## config.mk

```make
export PLATFORM = sky130hd
export DESIGN_NAME = alarm_timer
export DESIGN_NICKNAME = d
export VERILOG_FILES = /design/src/rtl/alarm_timer.sv
export SDC_FILE = /design/constraint.sdc
export NUM_CORES = 1
export LEC_CHECK = 0
export ABC_AREA = 1
export CAP_MARGIN = 20
export CELL_PAD_IN_SITES_DETAIL_PLACEMENT = 2
export CELL_PAD_IN_SITES_GLOBAL_PLACEMENT = 2
export CORE_MARGIN = 2
export CORE_UTILIZATION = 35
export CTS_BUF_LIST = sky130_fd_sc_hd__clkbuf_8 sky130_fd_sc_hd__clkbuf_16
export CTS_CLUSTER_SIZE = 28
export DETAILED_ROUTE_END_ITERATION = 16
export PLACE_DENSITY = 0.9
export SETUP_SLACK_MARGIN = 0.3
export SLEW_MARGIN = 20
export SYNTH_ARGS = -nofsm -noshare
export SYNTH_HDL_FRONTEND = slang
export SYNTH_SLANG_ARGS = --single-unit
```

## constraint.sdc

```tcl
create_clock -name clk -period 2.5 [get_ports clk]
set_clock_uncertainty 0.05 [all_clocks]
set_input_delay 0.5 -clock clk [delete_from_list [all_inputs] [get_ports clk]]
set_output_delay 0.5 -clock clk [all_outputs]
set_load 0.02 [all_outputs]
```

## src/rtl/alarm_timer.sv

```systemverilog
// alarm_timer: seconds countdown with free-running 1 Hz prescaler (optional abort via ALARM_TIMER_ABORT_EN)
module alarm_timer #(
    parameter int DIV   = 100_000_000,
    parameter int CNT_W = 4
) (
    input  logic             clk,
    input  logic             rst,
    input  logic             start_timer,
    input  logic [CNT_W-1:0] timer_value,
`ifdef ALARM_TIMER_ABORT_EN
    input  logic             timer_abort,
`endif
    output logic             timer_expired,
    output logic             one_hz_enable,
    output logic             busy,
    output logic [CNT_W-1:0] time_left
);
    localparam int PW = (DIV > 1) ? $clog2(DIV) : 1;
    localparam logic [PW-1:0] LAST = PW'(DIV - 1);

    typedef enum logic {IDLE, COUNT} state_t;

    state_t        state;
    logic [PW-1:0] pre_cnt;
    logic [PW-1:0] sec_cnt;
    logic          abort;

`ifdef ALARM_TIMER_ABORT_EN
    assign abort = timer_abort;
`else
    assign abort = 1'b0;
`endif

    assign busy = (state == COUNT);

    // free-running prescaler, strobe registered on the wrap edge
    always_ff @(posedge clk or posedge rst) begin
        if (rst) begin
            pre_cnt       <= '0;
            one_hz_enable <= 1'b0;
        end else begin
            pre_cnt       <= (pre_cnt == LAST) ? '0 : pre_cnt + 1'b1;
            one_hz_enable <= (pre_cnt == LAST);
        end
    end

    // countdown fsm with its own phase counter so each second is exactly DIV cycles
    always_ff @(posedge clk or posedge rst) begin
        if (rst) begin
            state         <= IDLE;
            time_left     <= '0;
            sec_cnt       <= '0;
            timer_expired <= 1'b0;
        end else begin
            timer_expired <= 1'b0;
            if (abort) begin
                state     <= IDLE;
                time_left <= '0;
                sec_cnt   <= '0;
            end else if (start_timer) begin
                sec_cnt       <= '0;
                time_left     <= timer_value;
                state         <= (timer_value != '0) ? COUNT : IDLE;
                timer_expired <= (timer_value == '0);
            end else if (state == COUNT) begin
                if (sec_cnt == LAST) begin
                    sec_cnt <= '0;
                    if (time_left <= CNT_W'(1)) begin
                        time_left     <= '0;
                        state         <= IDLE;
                        timer_expired <= 1'b1;
                    end else begin
                        time_left <= time_left - 1'b1;
                    end
                end else begin
                    sec_cnt <= sec_cnt + 1'b1;
                end
            end
        end
    end
endmodule

```

Word-level counts from Yosys, hierarchy flattened
Index checks and enable logic that the tools add are counted.
{ "word_totals": {"memories": 0, "output_inout_bits": 7, "mem_bits_rw": 0, "regBits": 61, "word_cells": 34, "in_bits": 7, "latch_bits": 0, "romBits": 0} }
{ "classes": {"magnitude_cmp": 1, "reduce_logical": 5, "addsub": 3, "shifts": 0, "bitwise": 0, "n_eq_ne": 2, "div": 0, "muxes": 17, "multipliers": 0} }
{ "op_table": {"columns": ["op", "n"], "rows": [
  ["27-bit two-way mux", 4],
  ["27-bit by 1-bit adder with 27-bit output, second input constant", 2],
  ["27-bit equality test, second input constant", 2],
  ["4-bit two-way mux", 4],
  ["1-bit two-way mux", 9],
  ["4-bit by 1-bit less-or-equal comparator with 1-bit output, second input constant", 1],
  ["4-bit zero test", 1],
  ["2-bit nonzero test", 2],
  ["4-bit nonzero test", 1],
  ["4-bit by 1-bit subtractor with 4-bit output, second input constant", 1],
  ["2-bit AND reduction", 1]
]} }

Depth between registers and ports, before layout
{ "depth": {"depth_word": 5, "depth_mapped": 12, "mapped_depth_nobuf": 10} }

Least setup slack after synthesis
Ideal clock, no wire load.
{ "synth_timing": {"kind": "register to register", "from": "register pre_cnt[0]", "to": "register pre_cnt[24]", "path_buffers": 1, "setup_slack_ns": 0.934, "arrival_time_ns": 1.398, "synth_period_minus_slack_ns": 1.566, "required_time_ns": 2.332, "setup_time_ns": 0.118, "path_stages_with_launch": 10, "path_cell_list": "dfrtp_1 -> ha_1 -> nand2_1 -> nor2_4 -> nand2_2 -> inv_2 -> nand3_2 -> nor2_4 -> buf_6 -> nor2_1"} }
{ "synth_via": {"elab_chain_len": 2, "word_cells_on_any_way": 3, "cone_classes": "1 x add/sub; 1 x eq/ne; 1 x mux"} }
{ "synth_rtl": {"columns": ["element", "line", "rtl"], "rows": [
  ["start, declared", "24", "logic [PW-1:0] pre_cnt;"],
  ["start signal, assigned", "42", "pre_cnt <= (pre_cnt == LAST) ? '0 : pre_cnt + 1'b1;"],
  ["27-bit by 1-bit adder with 27-bit output or 27-bit equality test (tied branches)", "42", null],
  ["27-bit two-way mux (*)", "42", null]
]} }
Mark *: on every way between the ends. The rest lies on a longest branch, timed or not.
A chain may end at the register's enable or synchronous reset.

Worst setup path after layout
{ "layout_timing": {"from": "register time_left[0]", "to": "output port time_left[0]"} }
{ "layout_rtl": {"columns": ["element", "line", "rtl"], "rows": [
  ["start, declared", "16", "output logic [CNT_W-1:0] time_left"],
  ["start signal, assigned", "62", "time_left <= timer_value;"],
  ["start signal, assigned", "73", "time_left <= time_left - 1'b1;"]
]} }
No word-level cell between the ends.

==> results.toml <==
[worst_setup_path]
ff2ff_path_depth = 7
crit_family = "buffers and inverters"
rr_startpoint = "pre_cnt[0]"
path_cells = "clkdlybuf4s50_1"
slowest_delay_ns = 0.67
crit_buf_inv = 1
crit_arrival_ns = 1.50
start_kind = "register"
crit_path_top_delay_cell = "clkdlybuf4s50_1"
critical_path.endpoint_type = "output pin"
worst-setup-path-type = "reg2out"
r2r_end = "pre_cnt[14]"
cp_data_required_time_ns = 1.95
rrSetupSlack_ns = 0.48
crit_path_max_fanout = 5

[floorplanning]
core_um2 = 10300
die_area_um2 = 11500
die_y_um = 107
initial_utilization = 0.361
placementRows = 37
die_w_um = 107
io_pins = 14

[power_and_ir_drop]
switching_share = 0.275
vdd_drop_max_mv = 0.246
leakagePower_uw = 0.00184
p_int_uw = 1670
power_frac_clock = 0.457
p_comb_frac = 0.091
netSwitchingPower_uw = 633
power.share.sequential = 0.452
p_per_area_nw_per_um2 = 542

[global_routing]
grt_max_degree = 62
antenna_found_initial = 0
grt_pass1_wl_mm = 23.9
track_usage = 0.275
grt_pass1_vias = 4204
grt-ovfl-total = 0

[synth]
synth_xor_area_frac = 0.0634
seq_area_frac_synth = 0.409
syn_area_um2 = 3730
async_flop_share = 1.00
yosysWarnings = 0
synth_cells = 523
avgSynthCellArea_um2 = 7.13
ys_top_cells_by_area = "dfrtp_1, nand2_1, nor2_1"
synth-compound-area-share = 0.0225
synth_fp_nets = 534
yosysUniqueCellTypes = 31
synth_edf_count = 0
muxShareOfSynthArea = 0
synth_fa_ha_area_frac = 0.0134
synth_top_area_frac = 0.409
synthSimpleGateAreaFrac = 0.415
synth_area_leader_cell = "dfrtp_1"
synth_top_family_by_area = "simple AND/OR/NAND/NOR gates"
synth-main-ff-cell = "dfrtp_1"
synth-seq-cells = 61

[sta]
drv_slew = 0
fin_crit_sh = 0.821
setup_viol = 0
fin_crit_ns = 2.05
finalHoldViolations = 0
grt_setup_unrepaired = "no"
fin_tns_setup_ns = 0
tightest_slew_ns = 0.544
max_freq_mhz = 487
slew_headroom = 0.635
holdWs_ns = 0.467

[clock_network]
clock_path_buffers = 2
clk_latency_ns = 0.37
clk_pin_slew_ns = 0.08
cts_tree = "yes"
root_buffer = "clkbuf_8"
cts_buffers = 9
post_cts_resized = 0
numClockSinks = 61
h-tree-depth = 3

[cells_and_area]
nets = 554
diodes = 0
drive_above_1_share = 0.0858
areaGrowthSynthToFinish_pct = 13.9
fill_cells = 1197

[placement]
globalplace.congestion = 0.850
io_buffers = 13
dpl.hpwl_mm = 9.45

[min_path]
min_path_type = "in2async"

[run]
cap_violations = 0

[routing]
drt_first_iter_violations = 173
drc = 0
vias = 3660
antenna_left = 0
wl_per_cell_um = 21.6
via_per_inst = 5.35
drtPass1Iterations = 4
routed_wl_mm = 14.8

[status]
status = "completed"
[logic make-up after synthesis]
logic type	count (synthesis)
buf+inv	67
flops	61
simple gates	348
xor+xnor	27
compound gates	16
fa+ha+maj	4
[metrics by stage]
stage	std cells	total power, uW	cell area, um2	setup slack [ns]	utilization
after detailed placement	667	1260	4000	0.209	0.388
after CTS	683	2310	4230	0.357	0.409
final	684	2300	4250	0.446	0.411
after global placement	667	1250	4000	0.328	0.388
after floorplan	523	1170	3730	0.437	-
after global routing	684	2360	4250	0.362	0.411
[cell usage after synthesis (6+ instances only)]
| library cell | instances |
|---|---|
| dfrtp_1 | 61 |
| inv_1 | 58 |
| nand2_1 | 148 |
| nand3_1 | 35 |
| nand4_1 | 16 |
| nor2_1 | 105 |
| nor2_2 | 6 |
| nor2_4 | 6 |
| nor3_1 | 13 |
| o21ai_0 | 9 |
| xnor2_1 | 6 |
| xor2_1 | 21 |
[power by group through the flow]
stage,registers (uW),logic (uW),clock network (uW)
2_1_floorplan,1060,104,0
3_3_place_gp,1050,192,0
3_5_place_dp,1060,202,0
4_1_cts,1040,213,1060
5_1_grt,1040,231,1090
6_report,1040,210,1050
[registers in the layout (all words and copies together) (netlist names)]
name / count
busy: 1
sec_cnt: 27
time_left: 4
one_hz_enable: 1
pre_cnt: 27
timer_expired: 1
[repair_timing]
action,4_1_cts,5_1_grt
setup buffers,0,1
hold buffers,0,0
setup endpoints to repair,0,14
[worst max path at each step]
stage | slack, ns | cells past startpoint | end | from
finish | 0.45 | 1 | time_left[0] | time_left[0]
global route | 0.36 | 6 | sec_cnt[4] | start_timer
CTS | 0.36 | 8 | pre_cnt[13] | pre_cnt[0]
detailed placement | 0.21 | 9 | sec_cnt[26] | start_timer
global placement | 0.33 | 6 | sec_cnt[25] | start_timer
floorplan | 0.44 | 1 | busy | rst
[metal layers]
| layer | up-vias | GRT usage | share of wire |
|---|---|---|---|
| li1 | 1670 | - | - |
| met1 | 1887 | 0.353 | 0.43 |
| met2 | 78 | 0.476 | 0.51 |
| met3 | 25 | 0.0334 | 0.042 |
| met4 | 0 | 0.0937 | 0.018 |
| met5 | - | 0 | 0 |
[final cells by class]
cell class / count / area [um2] / share of cell area
Clock buffer: 10 / 138 / 0.0324
Clock inverter: 6 / 87.6 / 0.0206
Inverter: 61 / 236 / 0.0557
Multi-Input combinational cell: 395 / 1920 / 0.452
Sequential cell: 61 / 1530 / 0.359
Tap cell: 136 / 170 / 0.0401
Timing Repair Buffer: 15 / 170 / 0.0401
[cells in the final DEF (no fill, tap or decap), drive strengths merged]
cell and n:
a21oi 5, dfrtp 61, o22ai 1, nor3 15, nor2 117, buf 2
clkbuf 10, clkinv 2, ha 4, nand3b 1, xor2 21, nand4 16
clkdlybuf4s50 13, o21bai 1, o21ai 9, nand3 37, nor4 2, inv 61
or2 2, nand2 155, or3 1, and2 1, clkinvlp 2, nor3b 1
bufinv 2, xnor2 6
Note: power is estimated with default switching activity, not from simulation.
